`config.mk`:
```
export PLATFORM = sky130hd
export DESIGN_NAME = encaps_sequencer
export DESIGN_NICKNAME = d
export VERILOG_FILES = /design/src/rtl/encaps_pkg.sv /design/src/rtl/encaps_beat_cnt.sv /design/src/rtl/encaps_sequencer.sv
export SDC_FILE = /design/constraint.sdc
export NUM_CORES = 1
export LEC_CHECK = 0
export CAP_MARGIN = 40
export CORE_MARGIN = 4
export CORE_UTILIZATION = 49
export CTS_CLUSTER_SIZE = 24
export DETAILED_ROUTE_END_ITERATION = 16
export GPL_ROUTABILITY_DRIVEN = 0
export GPL_TIMING_DRIVEN = 0
export HOLD_SLACK_MARGIN = 0.15
export PLACE_DENSITY = 0.83
export SYNTH_ARGS = -nofsm -noshare
export SYNTH_HDL_FRONTEND = slang
export SYNTH_SLANG_ARGS = --single-unit
```
`constraint.sdc`:
```
create_clock -name clk -period 1.9 [get_ports clk]
set_input_delay 0.285 -clock clk [delete_from_list [all_inputs] [get_ports clk]]
set_output_delay 0.285 -clock clk [all_outputs]
set_load 0.02 [all_outputs]
```
`src/rtl/encaps_pkg.sv`:
```
// Shared types and default constants for the encapsulation sequencer.
// Latency: n/a (types, constants and an elaboration-time helper only).
// Backpressure: n/a.
package encaps_pkg;

    localparam int UNPACK_BEATS_DEF  = 351;
    localparam int TER_BEATS_DEF     = 175;
    localparam int PACK_PERIOD_DEF   = 4;
    localparam int KECCAK_ROUNDS_DEF = 24;

    // Smallest width w with 2^w > max_val, so a counter can hold max_val.
    function automatic int cnt_w(input int max_val);
        int w;
        w = 1;
        while ((1 << w) <= max_val) begin
            w = w + 1;
        end
        return w;
    endfunction

    localparam int CNT_W_DEF = cnt_w((UNPACK_BEATS_DEF > TER_BEATS_DEF) ?
                                     UNPACK_BEATS_DEF : TER_BEATS_DEF);

    typedef enum logic [3:0] {
        IDLE      = 4'd0,
        UNPACK    = 4'd1,
        TERN      = 4'd2,
        HASH_INIT = 4'd3,
        ABSORB    = 4'd4,
        PERMUTE   = 4'd5,
        SQUEEZE   = 4'd6,
        DONE      = 4'd7,
        ERR       = 4'd8
    } state_t;

endpackage

```
`src/rtl/encaps_beat_cnt.sv`:
```
// Loadable up-counter with a terminal-count flag against a runtime limit.
// Latency: load/increment take effect on the next clock; tc is combinational from the count.
// Backpressure: none; counts whenever inc is high, load has priority over inc.
module encaps_beat_cnt #(
    parameter int W = 9
) (
    input  logic         clk,
    input  logic         rst,
    input  logic         load,
    input  logic         inc,
    input  logic [W-1:0] last,
    output logic         tc
);

    logic [W-1:0] cnt_q;
    logic [W-1:0] cnt_d;

    // Next count: clear on load, otherwise step when enabled.
    always_comb begin
        cnt_d = cnt_q;
        if (load) begin
            cnt_d = '0;
        end else if (inc) begin
            cnt_d = cnt_q + W'(1);
        end
    end

    // Count register with synchronous active-low clear.
    always_ff @(posedge clk) begin
        if (!rst) begin
            cnt_q <= '0;
        end else begin
            cnt_q <= cnt_d;
        end
    end

    assign tc = (cnt_q == last);

endmodule

```
`src/rtl/encaps_sequencer.sv`:
```
// Central FSM sequencing unpack_rq0 -> ternary/pack_s3 -> sha3 absorb/permute/squeeze.
// Latency: start to done = UNPACK_BEATS + TER_BEATS + KECCAK_ROUNDS + 4 cycles, shorter on early done flags.
// Backpressure: none; start is honoured only in IDLE and dropped otherwise. Optional macro: ENCAPS_SEQ_WATCHDOG_EN.
module encaps_sequencer
    import encaps_pkg::*;
#(
    parameter int UNPACK_BEATS  = UNPACK_BEATS_DEF,
    parameter int TER_BEATS     = TER_BEATS_DEF,
    parameter int PACK_PERIOD   = PACK_PERIOD_DEF,
    parameter int KECCAK_ROUNDS = KECCAK_ROUNDS_DEF,
    parameter int CNT_W         = cnt_w((UNPACK_BEATS > TER_BEATS) ? UNPACK_BEATS : TER_BEATS)
) (
    input  logic       clk,
    input  logic       rst,
    input  logic       start,
    input  logic       up_done,
    input  logic       ter_done,
    output logic       busy,
    output logic       done,
    output logic       up_en,
    output logic       ter_en,
    output logic       p3_en,
    output logic       p3_rst,
    output logic       p3_stop,
    output logic [1:0] p3_count,
    output logic       hash_rst1,
    output logic       hash_rst2,
    output logic       hash_sp,
    output logic       hash_keccak,
    output logic       hash_ans,
    output logic       k_load,
    output logic       err
);

    localparam int         RND_W    = cnt_w(KECCAK_ROUNDS);
    localparam logic [1:0] GRP_LAST = 2'(PACK_PERIOD - 1);

    state_t           state_q;
    state_t           state_d;
    logic [1:0]       grp_q;
    logic [1:0]       grp_d;
    logic             p3_pulse_q;
    logic             p3_pulse_d;

    logic             beat_load;
    logic             beat_inc;
    logic             beat_tc;
    logic [CNT_W-1:0] beat_last;
    logic             rnd_load;
    logic             rnd_inc;
    logic             rnd_tc;

    logic             up_exit;
    logic             tern_exit;

    // One beat counter serves both UNPACK and TERN; its limit follows the phase.
    assign beat_last = (state_q == TERN) ? CNT_W'(TER_BEATS - 1) : CNT_W'(UNPACK_BEATS - 1);

    encaps_beat_cnt #(.W(CNT_W)) u_beat_cnt (
        .clk  (clk),
        .rst  (rst),
        .load (beat_load),
        .inc  (beat_inc),
        .last (beat_last),
        .tc   (beat_tc)
    );

    encaps_beat_cnt #(.W(RND_W)) u_rnd_cnt (
        .clk  (clk),
        .rst  (rst),
        .load (rnd_load),
        .inc  (rnd_inc),
        .last (RND_W'(KECCAK_ROUNDS - 1)),
        .tc   (rnd_tc)
    );

`ifdef ENCAPS_SEQ_WATCHDOG_EN
    // Only the done flags advance a phase; hitting the beat limit without one is a fault.
    logic wd_trip;
    assign up_exit   = up_done;
    assign tern_exit = ter_done;
    assign wd_trip   = ((state_q == UNPACK) && beat_tc && !up_done) ||
                       ((state_q == TERN)   && beat_tc && !ter_done);
`else
    // Either the done flag or the beat limit closes a phase.
    assign up_exit   = up_done | beat_tc;
    assign tern_exit = ter_done | beat_tc;
`endif

    assign p3_count   = grp_q;
    assign p3_pulse_d = p3_en;

    // State, group index and p3_rst pulse registers.
    always_ff @(posedge clk) begin
        if (!rst) begin
            state_q    <= IDLE;
            grp_q      <= '0;
            p3_pulse_q <= 1'b0;
        end else begin
            state_q    <= state_d;
            grp_q      <= grp_d;
            p3_pulse_q <= p3_pulse_d;
        end
    end

    // Next state plus counter load/step controls.
    always_comb begin
        state_d   = state_q;
        grp_d     = '0;
        beat_load = 1'b0;
        beat_inc  = 1'b0;
        rnd_load  = 1'b0;
        rnd_inc   = 1'b0;
        case (state_q)
            IDLE: begin
                if (start) begin
                    state_d   = UNPACK;
                    beat_load = 1'b1;
                end
            end
            UNPACK: begin
                beat_inc = 1'b1;
                if (up_exit) begin
                    state_d   = TERN;
                    beat_load = 1'b1;
                end
`ifdef ENCAPS_SEQ_WATCHDOG_EN
                else if (wd_trip) begin
                    state_d = ERR;
                end
`endif
            end
            TERN: begin
                beat_inc = 1'b1;
                if (tern_exit) begin
                    state_d = HASH_INIT;
                end
`ifdef ENCAPS_SEQ_WATCHDOG_EN
                else if (wd_trip) begin
                    state_d = ERR;
                end
`endif
                else begin
                    grp_d = (grp_q == GRP_LAST) ? 2'd0 : grp_q + 2'd1;
                end
            end
            HASH_INIT: state_d = ABSORB;
            ABSORB: begin
                state_d  = PERMUTE;
                rnd_load = 1'b1;
            end
            PERMUTE: begin
                rnd_inc = 1'b1;
                if (rnd_tc) begin
                    state_d = SQUEEZE;
                end
            end
            SQUEEZE: state_d = DONE;
            DONE:    state_d = IDLE;
`ifdef ENCAPS_SEQ_WATCHDOG_EN
            ERR:     state_d = ERR;
`endif
            default: state_d = IDLE;
        endcase
    end

    // Per-state strobes; idle and fault states hold pack_s3 and the sha3 state cleared.
    always_comb begin
        busy        = 1'b0;
        done        = 1'b0;
        up_en       = 1'b0;
        ter_en      = 1'b0;
        p3_en       = 1'b0;
        p3_rst      = 1'b0;
        p3_stop     = 1'b0;
        hash_rst1   = 1'b0;
        hash_rst2   = 1'b0;
        hash_sp     = 1'b0;
        hash_keccak = 1'b0;
        hash_ans    = 1'b0;
        k_load      = 1'b0;
`ifdef ENCAPS_SEQ_WATCHDOG_EN
        err         = 1'b0;
`endif
        case (state_q)
            IDLE: begin
                p3_rst    = 1'b1;
                hash_rst1 = 1'b1;
            end
            UNPACK: begin
                busy      = 1'b1;
                up_en     = 1'b1;
                p3_rst    = 1'b1;
                hash_rst1 = 1'b1;
            end
            TERN: begin
                busy      = 1'b1;
                ter_en    = 1'b1;
                hash_rst1 = 1'b1;
                p3_rst    = p3_pulse_q;
                p3_stop   = tern_exit;
                // A partial group still gets flushed on stop; an empty one does not.
                p3_en     = (grp_q == GRP_LAST) || (tern_exit && (grp_q != 2'd0));
            end
            HASH_INIT: begin
                busy      = 1'b1;
                hash_rst2 = 1'b1;
                p3_rst    = p3_pulse_q;
            end
            ABSORB: begin
                busy    = 1'b1;
                hash_sp = 1'b1;
            end
            PERMUTE: begin
                busy        = 1'b1;
                hash_keccak = 1'b1;
            end
            SQUEEZE: begin
                busy     = 1'b1;
                hash_ans = 1'b1;
                k_load   = 1'b1;
            end
            DONE: begin
                busy = 1'b1;
                done = 1'b1;
            end
`ifdef ENCAPS_SEQ_WATCHDOG_EN
            ERR: begin
                busy      = 1'b1;
                err       = 1'b1;
                p3_rst    = 1'b1;
                hash_rst1 = 1'b1;
            end
`endif
            default: begin
                p3_rst    = 1'b1;
                hash_rst1 = 1'b1;
            end
        endcase
    end

`ifndef ENCAPS_SEQ_WATCHDOG_EN
    assign err = 1'b0;
`endif

endmodule

```
==> metrics.md, run 1 <==
| Metric | Value |
|---|---|
| Gr busiest metal | met2 |
| Final hold vios | 0 |
| Starting Density | 0.537 |
| Placed Area | 1330 um^2 |
| Layout Cells excl Fill | 179 |
| Arr. time, crit path | 1.58 ns |
| CP required | approximately 1.6 ns |
| I/O Pins | 21 |
| Post-route design area | 1440 um^2 |
| Syn Nets | 134 |
| Rows | 16 |
| DP Wirelength | 1740 um |
| H-Tree Depth | 1 |
| Reg-to-Reg End | u_beat_cnt.cnt_q[8]$_SDFFE_PP0P_ |
| Launch point of the worst hold path | p3_count[0]$_SDFF_PP0_ |
| Largest net degree at the start of global routing | 12 |
| Worst Clk Skew | 0.00515 ns |
| Hold-critical path depth | 1 |
| R2R Path Start | u_beat_cnt.cnt_q[0]$_SDFFE_PP0P_ |
| Remaining DRCs | 0 |
| Met2 Resource Use GR | 0.280 |
| Synth unique cells | 44 |
| Met1 usage | 0.198 |
| Core Box Area | approximately 2100 um^2 |
| TritonCTS Sinks | 20 |
| Inst Count DP | between 150 and 200 |
| Final setup violation count | 0 |
| TritonCTS clock tree | done |
| Clk pin slew, worst setup/hold paths | 0.11 ns |
| Commonest non-fill, non-tap cells in the layout | nor2_1 (19), dfxtp_1 (14), dlygate4sd2_1 (11), buf_4 (8) |
| Crit path time final | 1.87 ns |
| Die Y-Extent | 55.5 um |
| Post-synthesis sequential area ratio | 0.362 |
| Initial antenna violation count | 0 |
| R2R depth | 6 |
| Clock buffer depth | 2 |
| R2R setup slack | 0.38 ns |
| Pre-antenna DRT Iters | 4 |
| Cts bufs inserted | 3 |
| Vias per cell | 5.47 |
| Fin. max-slew vios | 0 |
| CP Capture Type | output port |
| Largest fanout on the critical path | 2 |
| Max Clk Rate | 0.535 GHz |
| Mean post-synth cell area | 8.93 um^2 |
| Hold buffers post-CTS | 0 |
| Commonest non-fill, non-tap cell in the layout | nor2_1 |
| Post-DRT Antenna Nets | 0 |
| GR Overflow Total | 0 |
| Clk root buf | clkbuf_4 |
| Final period util | 0.983 |
| Run status | completed |
| WHS | 0.474 ns |
| Leakage | about 0.60 nW |
| Initial DRC Count | 27 |
| DIE AREA | 3080 um^2 |
| Fillers | 174 |
| NumNets Final | 163 |
| Vias in the first global route | 1004 |
| Via count | 979 |
| RSZ-0062 raised after global routing | yes |
| #FFs+latches synth | 20 |
| Hold EP | p3_count[0]$_SDFF_PP0_ |
| MaxCap Viol Count | 0 |
| ANT cells | 0 |
| Met3 usage | 0.0443 |
| Global-route wire length before repair | 4250 um |
| Pwr/cell area | 595 nW/um^2 |
| Critical path launch point type | flip-flop |
| Setup TNS Final | 0 ns |
| Buffers on Ports | 19 |
| Worst Setup Path Type | reg2out |
| Mapped Cells | 124 |
| Hold crit path type | reg2reg |
| Post-Syn Area | 1110 um^2 |
| Clock Latency Late Sink | 0.30 ns |
| Synth warn | 0 |
| Area growth syn-to-layout | 29.8% |
| Die width | 55.5 um |
| Post-DR wirelength/cell | between 10 and 15 um |
| Share of cells above drive strength 1 | 0.230 |
| Peak VDD IR | 0.494 mV |
| Total track usage | 0.166 |
| Total Wirelength | 2510 um |
==> metal layers <==
layer | vias up | wire, um
li1 | 480 | -
met1 | 466 | 1120
met2 | 26 | 1210
met3 | 7 | 120
met4 | 0 | 51
met5 | - | 0
==> critical path: stages (launching register included) <==
cell and delay (ns):
dfxtp_2 0.35, inv_2 0.04, ha_4 0.15, and4b_1 0.20, a21oi_2 0.16, o21bai_1 0.10, and2_1 0.16, buf_6 0.13
==> stage by stage <==
step	setup slack (ns)	power (W)	utilization
finish	0.0316	0.000855	0.697
global route	-0.0569	0.000900	0.697
CTS	-0.0215	0.000856	0.675
detailed placement	-0.388	0.000612	0.646
global placement	-0.335	0.000609	0.646
floorplan	0.243	0.000555	-
==> repair_timing <==
action | CTS | global route
setup buffers | 2 | 3
endpoints found under the setup margin | 13 | 2
pin swaps | 1 | 4
resized for setup | 30 | 8
==> how the worst max path moves through the flow <==
stage | slack [ns] | cells after the start | end | from
2_1_floorplan | 0.24 | 3 | p3_stop | state_q[0]$_SDFFE_PN0P_
3_3_place_gp | -0.34 | 7 | p3_en | u_beat_cnt.cnt_q[0]$_SDFFE_PP0P_
3_5_place_dp | -0.39 | 7 | p3_en | u_beat_cnt.cnt_q[0]$_SDFFE_PP0P_
4_1_cts | -0.02 | 7 | p3_en | u_beat_cnt.cnt_q[0]$_SDFFE_PP0P_
5_1_grt | -0.06 | 7 | p3_en | u_beat_cnt.cnt_q[0]$_SDFFE_PP0P_
6_report | 0.03 | 7 | p3_en | u_beat_cnt.cnt_q[0]$_SDFFE_PP0P_
==> power by group <==
group          total (W)  internal [W]  leakage (nW)  switching (W)
Combinational   0.000170     0.0000735         0.415      0.0000969
Clock           0.000245      0.000117        0.0210       0.000129
Sequential      0.000440      0.000429         0.165      0.0000109
==> logic make-up after synthesis <==
logic type               after synthesis  synth area share
multiplexers                           1           0.00904
adder cells (fa/ha/maj)                5            0.0565
XOR/XNOR                              14             0.111
AO/OA/AOI/OAI                         17             0.113
AND/OR/NAND/NOR                       54             0.289
flip-flops                            20             0.362
buffers and inverters                 12            0.0565
other                                  1           0.00339
==> area by class of cell <==
| type | count | area (um^2) | area share |
|---|---|---|---|
| inverters | 6 | 22.5 | 0.0157 |
| flip-flops and latches | 20 | 410 | 0.285 |
| clock buffers | 4 | 36.3 | 0.0252 |
| multi-input cells | 92 | 678 | 0.472 |
| plain buffers | 6 | 46.3 | 0.0322 |
| repair buffers | 24 | 210 | 0.146 |
| well taps | 27 | 33.8 | 0.0235 |
==> sequential cells by signal (all words and copies together), names as in the netlist <==
name and cells:
state_q 3, p3_pulse_q 1, u_beat_cnt.cnt_q 9, u_rnd_cnt.cnt_q 5, p3_count 2
==> synthesized netlist by cell type (all sizes together) <==
cell type,n,area share
a22oi,1,0.0068
nand2b,2,0.011
nor2,19,0.064
and4bb,2,0.023
mux2i,1,0.0090
or4,1,0.010
nand2,4,0.014
and3,3,0.017
nor4bb,1,0.0090
a21boi,1,0.0068
conb,1,0.0034
o21ai,2,0.012
xnor2,7,0.055
a2111oi,1,0.0079
nor2b,2,0.011
and3b,2,0.016
nand4,3,0.017
and4,1,0.010
and4b,1,0.0090
a211oi,3,0.025
ha,5,0.056
o21a,1,0.0068
o21bai,1,0.0068
nor3b,1,0.0068
xor2,7,0.055
nor3,3,0.014
and2,3,0.017
inv,6,0.020
buf,5,0.033
o31ai,1,0.0068
nand4b,2,0.016
clkbuf,1,0.0034
dfxtp,20,0.36
nand3,3,0.018
a21oi,5,0.026
and2b,1,0.0068
a211o,1,0.0079
No activity file was read; power rests on OpenSTA's default activity.
==> run 2: changes to the inputs <==
==> constraint.sdc (replaced) <==
create_clock -name clk -period 1.9 [get_ports clk]
set_input_delay 0.38 -clock clk [delete_from_list [all_inputs] [get_ports clk]]
set_output_delay 0.38 -clock clk [all_outputs]
set_load 0.02 [all_outputs]
==> run 2 against run 1 <==
The run now ends with negative setup slack left. Critical path depth is the same. Sequential power about the same. Wire length decreased by 4.6%. Worst hold slack better by 0.00061 ns. Power rose by 0.41%. Final cell count rose by 0.56%. First-iteration DRC count down 7.4%. Sequential share of layout area rose by 0.32 points. Clock power about the same. Register-to-register slack got worse by 0.04 ns. Die area unchanged. Via count up 0.51%. Largest power group unchanged. Highest routed layer unchanged.
==> metrics.md, run 2 (synthesis gave the netlist of run 1 again) <==
| Metric | Value |
|---|---|
| Clk root buf | clkbuf_4 |
| Pre-antenna DRT Iters | 4 (unchanged) |
| Share of cells above drive strength 1 | 0.261 (+0.0312) |
| H-Tree Depth | 1 (unchanged) |
| Largest Register | u_beat_cnt.cnt_q |
| Buffers on Ports | 19 (unchanged) |
| Fin. max-slew vios | 0 (unchanged) |
| Max Clk Rate | 0.515 GHz (-3.8%) |
| Die Y-Extent | 55.5 um (unchanged) |
| Crit path time final | 1.94 ns (+0.0733 ns) |
| Final period util | 1.02 (+0.0386) |
| Final hold vios | 0 (unchanged) |
| Launch point of the worst hold path | p3_count[0]$_SDFF_PP0_ |
| NumNets Final | 164 (+0.61%) |
| Via count | 984 (+0.51%) |
| CP required | 1.52 ns (-0.10 ns) |
| DIE AREA | 3080 um^2 (unchanged) |
| CP Capture Type | output port |
| MaxCap Viol Count | 0 (unchanged) |
| Final core area utilization | 0.694 (-0.00364) |
| Final setup violation count | 1 (+1) |
| Largest registers | u_beat_cnt.cnt_q (9), u_rnd_cnt.cnt_q (5), state_q (3) |
| R2R Path Start | u_beat_cnt.cnt_q[8]$_SDFFE_PP0P_ |
| Failing checks | negative setup slack |
| Clk pin slew, worst setup/hold paths | 0.11 ns (about the same) |
| RSZ-0062 raised after global routing | yes |
| ANT cells | 0 (unchanged) |
| Largest fanout on the critical path | 2 (unchanged) |
| Crit path buf inv count | 2 (unchanged) |
| Peak VDD IR | 0.497 mV (+0.68%) |
| Remaining DRCs | 0 (unchanged) |
| Setup WS pre-CTS | -0.483 ns (-0.0950 ns) |
| Hold buffers post-CTS | 0 (unchanged) |
| Total track usage | 0.173 (+0.00722) |
| R2R setup slack | 0.34 ns (-0.04 ns) |
| Total Wirelength | 2400 um (-4.6%) |
| Final worst slack | -0.0418 ns (-0.0733 ns) |
| Worst path cell trace | inv_2 -> ha_4 -> and4b_1 -> a21oi_2 -> o21bai_1 -> and2_1 -> buf_2 |
| WHS | 0.475 ns (+0.000610 ns) |
| TritonCTS clock tree | done |
| Pwr Total | 0.000859 W (+0.41%) |
| Slew headroom | 0.671 |
| Top delay family on crit path | flip-flops |
| Clock Latency Late Sink | 0.30 ns (about the same) |
| Initial antenna violation count | 0 (unchanged) |
| DP Wirelength | 1740 um (unchanged) |
| Area growth syn-to-layout | 29.2% |
| Vias per cell | 5.47 (about the same) |
| Global-route wire length before repair | 4440 um (+4.5%) |
| Worst Clk Skew | 0.00262 ns (-0.00253 ns) |
| Worst-Margin Slew | 0.490 ns |
| Starting Density | 0.537 (unchanged) |
| Hold-critical path depth | 1 (unchanged) |
| Worst Setup Path Type | reg2out |
| Pwr/cell area | 601 nW/um^2 (+0.94%) |
| Hold EP | p3_count[0]$_SDFF_PP0_ |
| Reg-to-Reg End | state_q[0]$_SDFFE_PN0P_ |
| Initial DRC Count | 25 (-7.4%) |
| Cell count along the critical path | 7 (unchanged) |
| R2R depth | 6 (unchanged) |
| Commonest non-fill, non-tap cells in the layout | nor2_1 (19), dfxtp_1 (14), buf_4 (10), xnor2_1 (7), xor2_1 (7) |
| Largest net degree at the start of global routing | 12 (unchanged) |
| Arr. time, crit path | 1.56 ns (-0.02 ns) |
| Inst Count DP | 170 (unchanged) |
| Core Box Area | 2060 um^2 (unchanged) |
| Commonest non-fill, non-tap cell in the layout | nor2_1 |
| Max reg flops | 9 (unchanged) |
| Die width | 55.5 um (unchanged) |
| Leakage | 0.588 nW (-2.2%) |
| TritonCTS Sinks | 20 (unchanged) |
| CP max stage delay | 0.35 ns (about the same) |
| Rows | 16 (unchanged) |
| Layout Cells excl Fill | 180 (+0.56%) |
| Cts bufs inserted | 3 (unchanged) |
| I/O Pins | 21 (unchanged) |
| Hold crit path type | reg2reg |
| Clock buffer depth | 2 (unchanged) |
| Slowest stage cell, crit path | dfxtp_2 |
| Run status | finished, violations left |
| GR Overflow Total | 0 (unchanged) |
| Post-DRT Antenna Nets | 0 (unchanged) |
| Critical path launch point type | flip-flop |
| Post-DR wirelength/cell | 13.3 um (-5.1%) |
| Vias in the first global route | 1048 (+4.4%) |
==> run 2: cell count changes in the layout (fill, tap and decap cells not counted), sizes merged <==
cell and delta:
dlygate4sd1 +1, dlygate4sd2 -6, clkbuf +4, buf +1, clkdlybuf4s15 +1
==> run 2: power breakdown <==
group	total, W	switching [W]	leakage, nW	internal, W
Clock	0.000247	0.000130	0.0210	0.000117
Combinational	0.000175	0.0000994	0.402	0.0000755
Sequential	0.000437	0.00000935	0.165	0.000428
Total	0.000859	0.000239	0.588	0.000620
==> run 2: worst max-delay path by stage <==
| stage | from | end | slack [ns] |
|---|---|---|---|
| after floorplan | state_q[0]$_SDFFE_PN0P_ | p3_stop | 0.15 |
| after global placement | u_beat_cnt.cnt_q[0]$_SDFFE_PP0P_ | p3_en | -0.43 |
| after detailed placement | u_beat_cnt.cnt_q[0]$_SDFFE_PP0P_ | p3_en | -0.48 |
| after CTS | u_beat_cnt.cnt_q[0]$_SDFFE_PP0P_ | p3_en | -0.05 |
| after global routing | u_beat_cnt.cnt_q[0]$_SDFFE_PP0P_ | p3_en | -0.15 |
| final | u_beat_cnt.cnt_q[0]$_SDFFE_PP0P_ | p3_en | -0.04 |
==> run 2: worst register-to-register path, delay by kind of cell (launching register included) <==
family / cells / cell delay [ns]
AO/OA/AOI/OAI: 3 / 0.52
flip-flops: 1 / 0.38
AND/OR/NAND/NOR: 1 / 0.32
buffers and inverters: 2 / 0.27
==> run 2: area by class of cell <==
| type | count | area (um^2) |
|---|---|---|
| Multi-Input combinational cell | 92 | 678 |
| Sequential cell | 20 | 413 |
| Timing Repair Buffer | 25 | 200 |
| Fill cell | 171 | 632 |
| Buffer | 6 | 46.3 |
| Tap cell | 27 | 33.8 |
| Inverter | 6 | 22.5 |
| Clock buffer | 4 | 36.3 |
==> run 2: what timing repair did <==
action | in CTS | in global routing
endpoints found under the setup margin | 13 | 8
resized for setup | 38 | 12
pin swaps | 3 | 0
buffers inserted | 5 | 2
==> run 2: through the flow <==
step           setup TNS, ns  cell area, um^2
2_1_floorplan              0             1110
3_3_place_gp          -0.981             1330
3_5_place_dp           -1.17             1330
4_1_cts              -0.0523             1430
5_1_grt               -0.208             1430
6_report             -0.0418             1430
==> run 2: per-layer routing <==
layer,part of all wire,GRT usage
met1,0.45,0.196
met2,0.47,0.299
met3,0.051,0.0490
met4,0.026,0.0729
met5,0,0
==> run 3: changes to the inputs <==
--- a/config.mk
+++ b/config.mk
@@ -6,7 +6,6 @@
 export NUM_CORES = 1
 export LEC_CHECK = 0
 export CAP_MARGIN = 40
-export CORE_MARGIN = 4
 export CORE_UTILIZATION = 49
 export CTS_CLUSTER_SIZE = 24
 export DETAILED_ROUTE_END_ITERATION = 16
==> run 3 against run 2 <==
The run still ends with negative setup slack left. Worst hold slack improved by 0.012 ns. Critical path depth did not move. Sequential power barely moved. Sequential share of layout area rose by 0.46 points. Utilization fell by 1.0 points. Power fell by 5.1%. Cell area fell by 2.4%. Clock skew rose by 0.0036 ns. Non-clock buffer count fell by 1. Critical path type unchanged.
==> metrics.md, run 3 (synthesis gave the netlist of run 1 again) <==
| Metric | Value |
|---|---|
| Commonest non-fill, non-tap cell in the layout | nor2_1 |
| Total Wirelength | 2430 um (+1.5%) |
| Vias per cell | 5.36 (-2.0%) |
| Final setup violation count | 1 (unchanged) |
| Hold buffers post-CTS | 0 (unchanged) |
| CP Capture Type | output port |
| Buffers on Ports | 19 (unchanged) |
| NumNets Final | 163 (-0.61%) |
| Remaining DRCs | 0 (unchanged) |
| Failing checks | negative setup slack |
| Crit path time final | 1.98 ns (+0.0404 ns) |
| Slew headroom | 0.663 (-0.00776) |
| RSZ-0062 raised after global routing | yes |
| DIE AREA | 2450 um^2 (-20%) |
| Final hold vios | 0 (unchanged) |
| Fin. max-slew vios | 0 (unchanged) |
| Core Box Area | 2040 um^2 (-0.97%) |
| Clock buffer depth | 2 (unchanged) |
| ANT cells | 0 (unchanged) |
| Final worst slack | -0.0822 ns (-0.0404 ns) |
| Slowest stage cell, crit path | dfxtp_2 |
| Hold-critical path depth | 1 (unchanged) |
| Final period util | 1.04 (+0.0213) |
| R2R depth | 7 (+1) |
| Largest net degree at the start of global routing | 11 (-1) |
| Worst Setup Path Type | reg2out |
| CP max stage delay | 0.35 ns (about the same) |
| Reg-to-Reg End | state_q[0]$_SDFFE_PN0P_ |
| Pwr Total | 0.000815 W (-5.1%) |
| WHS | 0.487 ns (+0.0116 ns) |
| Worst-Margin Slew | 0.492 ns (+0.00243 ns) |
| Die width | 49.5 um (-11%) |
| Pwr/cell area | 584 nW/um^2 (-2.7%) |
| Clk pin slew, worst setup/hold paths | 0.11 ns (about the same) |
| Worst path cell trace | inv_2 -> ha_4 -> and4b_1 -> a21oi_2 -> o21bai_1 -> and2_1 -> buf_2 |
| Area growth syn-to-layout | 26.0% |
| R2R setup slack | 0.21 ns (-0.13 ns) |
| Post-DRT Antenna Nets | 0 (unchanged) |
| H-Tree Depth | 1 (unchanged) |
| Launch point of the worst hold path | p3_count[0]$_SDFF_PP0_ |
| Post-DR wirelength/cell | 13.7 um (+2.6%) |
| Clk root buf | clkbuf_4 |
| Hold crit path type | reg2reg |
| Rows | 16 (unchanged) |
| R2R Path Start | u_beat_cnt.cnt_q[7]$_SDFFE_PP0P_ |
| TritonCTS Sinks | 20 (unchanged) |
| Pre-antenna DRT Iters | 4 (unchanged) |
| Die Y-Extent | 49.5 um (-11%) |
| Initial antenna violation count | 0 (unchanged) |
| Run status | finished, violations left |
| Via count | 954 (-3.0%) |
| Cts bufs inserted | 3 (unchanged) |
| Leakage | 0.572 nW (-2.7%) |
| Max reg flops | 9 (unchanged) |
| Arr. time, crit path | 1.60 ns (+0.04 ns) |
| Fillers | 170 (-0.58%) |
| Largest registers | u_beat_cnt.cnt_q (9), u_rnd_cnt.cnt_q (5), state_q (3) |
| Starting Density | 0.542 (+0.00527) |
| Global-route wire length before repair | 4200 um (-5.4%) |
| Hold EP | p3_count[0]$_SDFF_PP0_ |
| I/O Pins | 21 (unchanged) |
| Initial DRC Count | 11 (-56%) |
| Peak VDD IR | 0.446 mV (-10%) |
| DP Wirelength | 1670 um (-4.4%) |
| Critical path launch point type | flip-flop |
| Commonest non-fill, non-tap cells in the layout | nor2_1 (19), dfxtp_1 (15), buf_4 (8), xnor2_1 (7), xor2_1 (7) |
| MaxCap Viol Count | 0 (unchanged) |
| Total track usage | 0.220 (+0.0474) |
| Clock Latency Late Sink | 0.30 ns (about the same) |
| TritonCTS clock tree | done |
| Worst Clk Skew | 0.00622 ns (+0.00359 ns) |
| Largest Register | u_beat_cnt.cnt_q |
| CP required | 1.52 ns (about the same) |
| GR Overflow Total | 0 (unchanged) |
| Largest fanout on the critical path | 2 (unchanged) |
| Vias in the first global route | 947 (-9.6%) |
| Share of cells above drive strength 1 | 0.252 (-0.00978) |
| Max Clk Rate | 0.505 GHz (-2.0%) |
==> run 3: cell count changes in the layout (fill, tap and decap cells not counted), sizes merged <==
cell | before | now
buf | 13 | 12
dlygate4sd1 | 1 | 0
==> run 3: worst max path at each step <==
stage,slack [ns],cells past startpoint,to,from
CTS,-0.05,7,p3_en,u_beat_cnt.cnt_q[0]$_SDFFE_PP0P_
detailed placement,-0.41,7,p3_en,u_beat_cnt.cnt_q[0]$_SDFFE_PP0P_
global route,-0.17,7,p3_en,u_beat_cnt.cnt_q[0]$_SDFFE_PP0P_
finish,-0.08,7,p3_en,u_beat_cnt.cnt_q[0]$_SDFFE_PP0P_
global placement,-0.41,7,p3_en,u_beat_cnt.cnt_q[0]$_SDFFE_PP0P_
floorplan,0.15,3,p3_stop,state_q[0]$_SDFFE_PN0P_
==> run 3: per-stage QoR <==
stage / area, um^2 / utilization / TNS, ns / std cells / setup slack (ns)
global route: 1400 / 0.683 / -0.279 / 178 / -0.170
CTS: 1410 / 0.688 / -0.0461 / 178 / -0.0461
floorplan: 1110 / - / 0 / 124 / 0.148
finish: 1400 / 0.683 / -0.0822 / 178 / -0.0822
global placement: 1330 / 0.652 / -0.975 / 170 / -0.407
detailed placement: 1330 / 0.652 / -1.03 / 170 / -0.409
==> run 3: where the power goes <==
part           switching (W)  total (W)  internal, W
Combinational       0.000100   0.000175    0.0000751
Sequential        0.00000935   0.000438     0.000429
Clock               0.000128   0.000201    0.0000738
==> run 3: cell type report <==
type | count | area, um^2 | share of cell area
Buffer | 6 | 43.8 | 0.0314
Sequential cell | 20 | 409 | 0.293
Clock buffer | 3 | 22.5 | 0.0161
Inverter | 6 | 22.5 | 0.0161
Timing Repair Buffer | 24 | 189 | 0.135
Multi-Input combinational cell | 92 | 674 | 0.483
Tap cell | 27 | 33.8 | 0.0242
==> run 3: repair_timing <==
item | CTS | global route
hold endpoints to repair | 0 | 0
endpoints found under the setup margin | 13 | 8
setup buffers | 5 | 0
pin swaps | 2 | 0
gates resized for setup | 33 | 15
==> run 3: critical path: cells and delay by family (launching register included) <==
kind	cells	cell delay [ns]
compound gates	2	0.24
fa+ha+maj	1	0.14
buf+inv	2	0.20
flops	1	0.35
simple gates	2	0.37
==> run 3: metal layers <==
layer  track usage  vias up  wire [um]
li1              -      482          -
met1         0.265      444       1100
met2         0.401       26       1230
met3        0.0401        2         88
met4        0.0476        0         10
met5             0        -          0
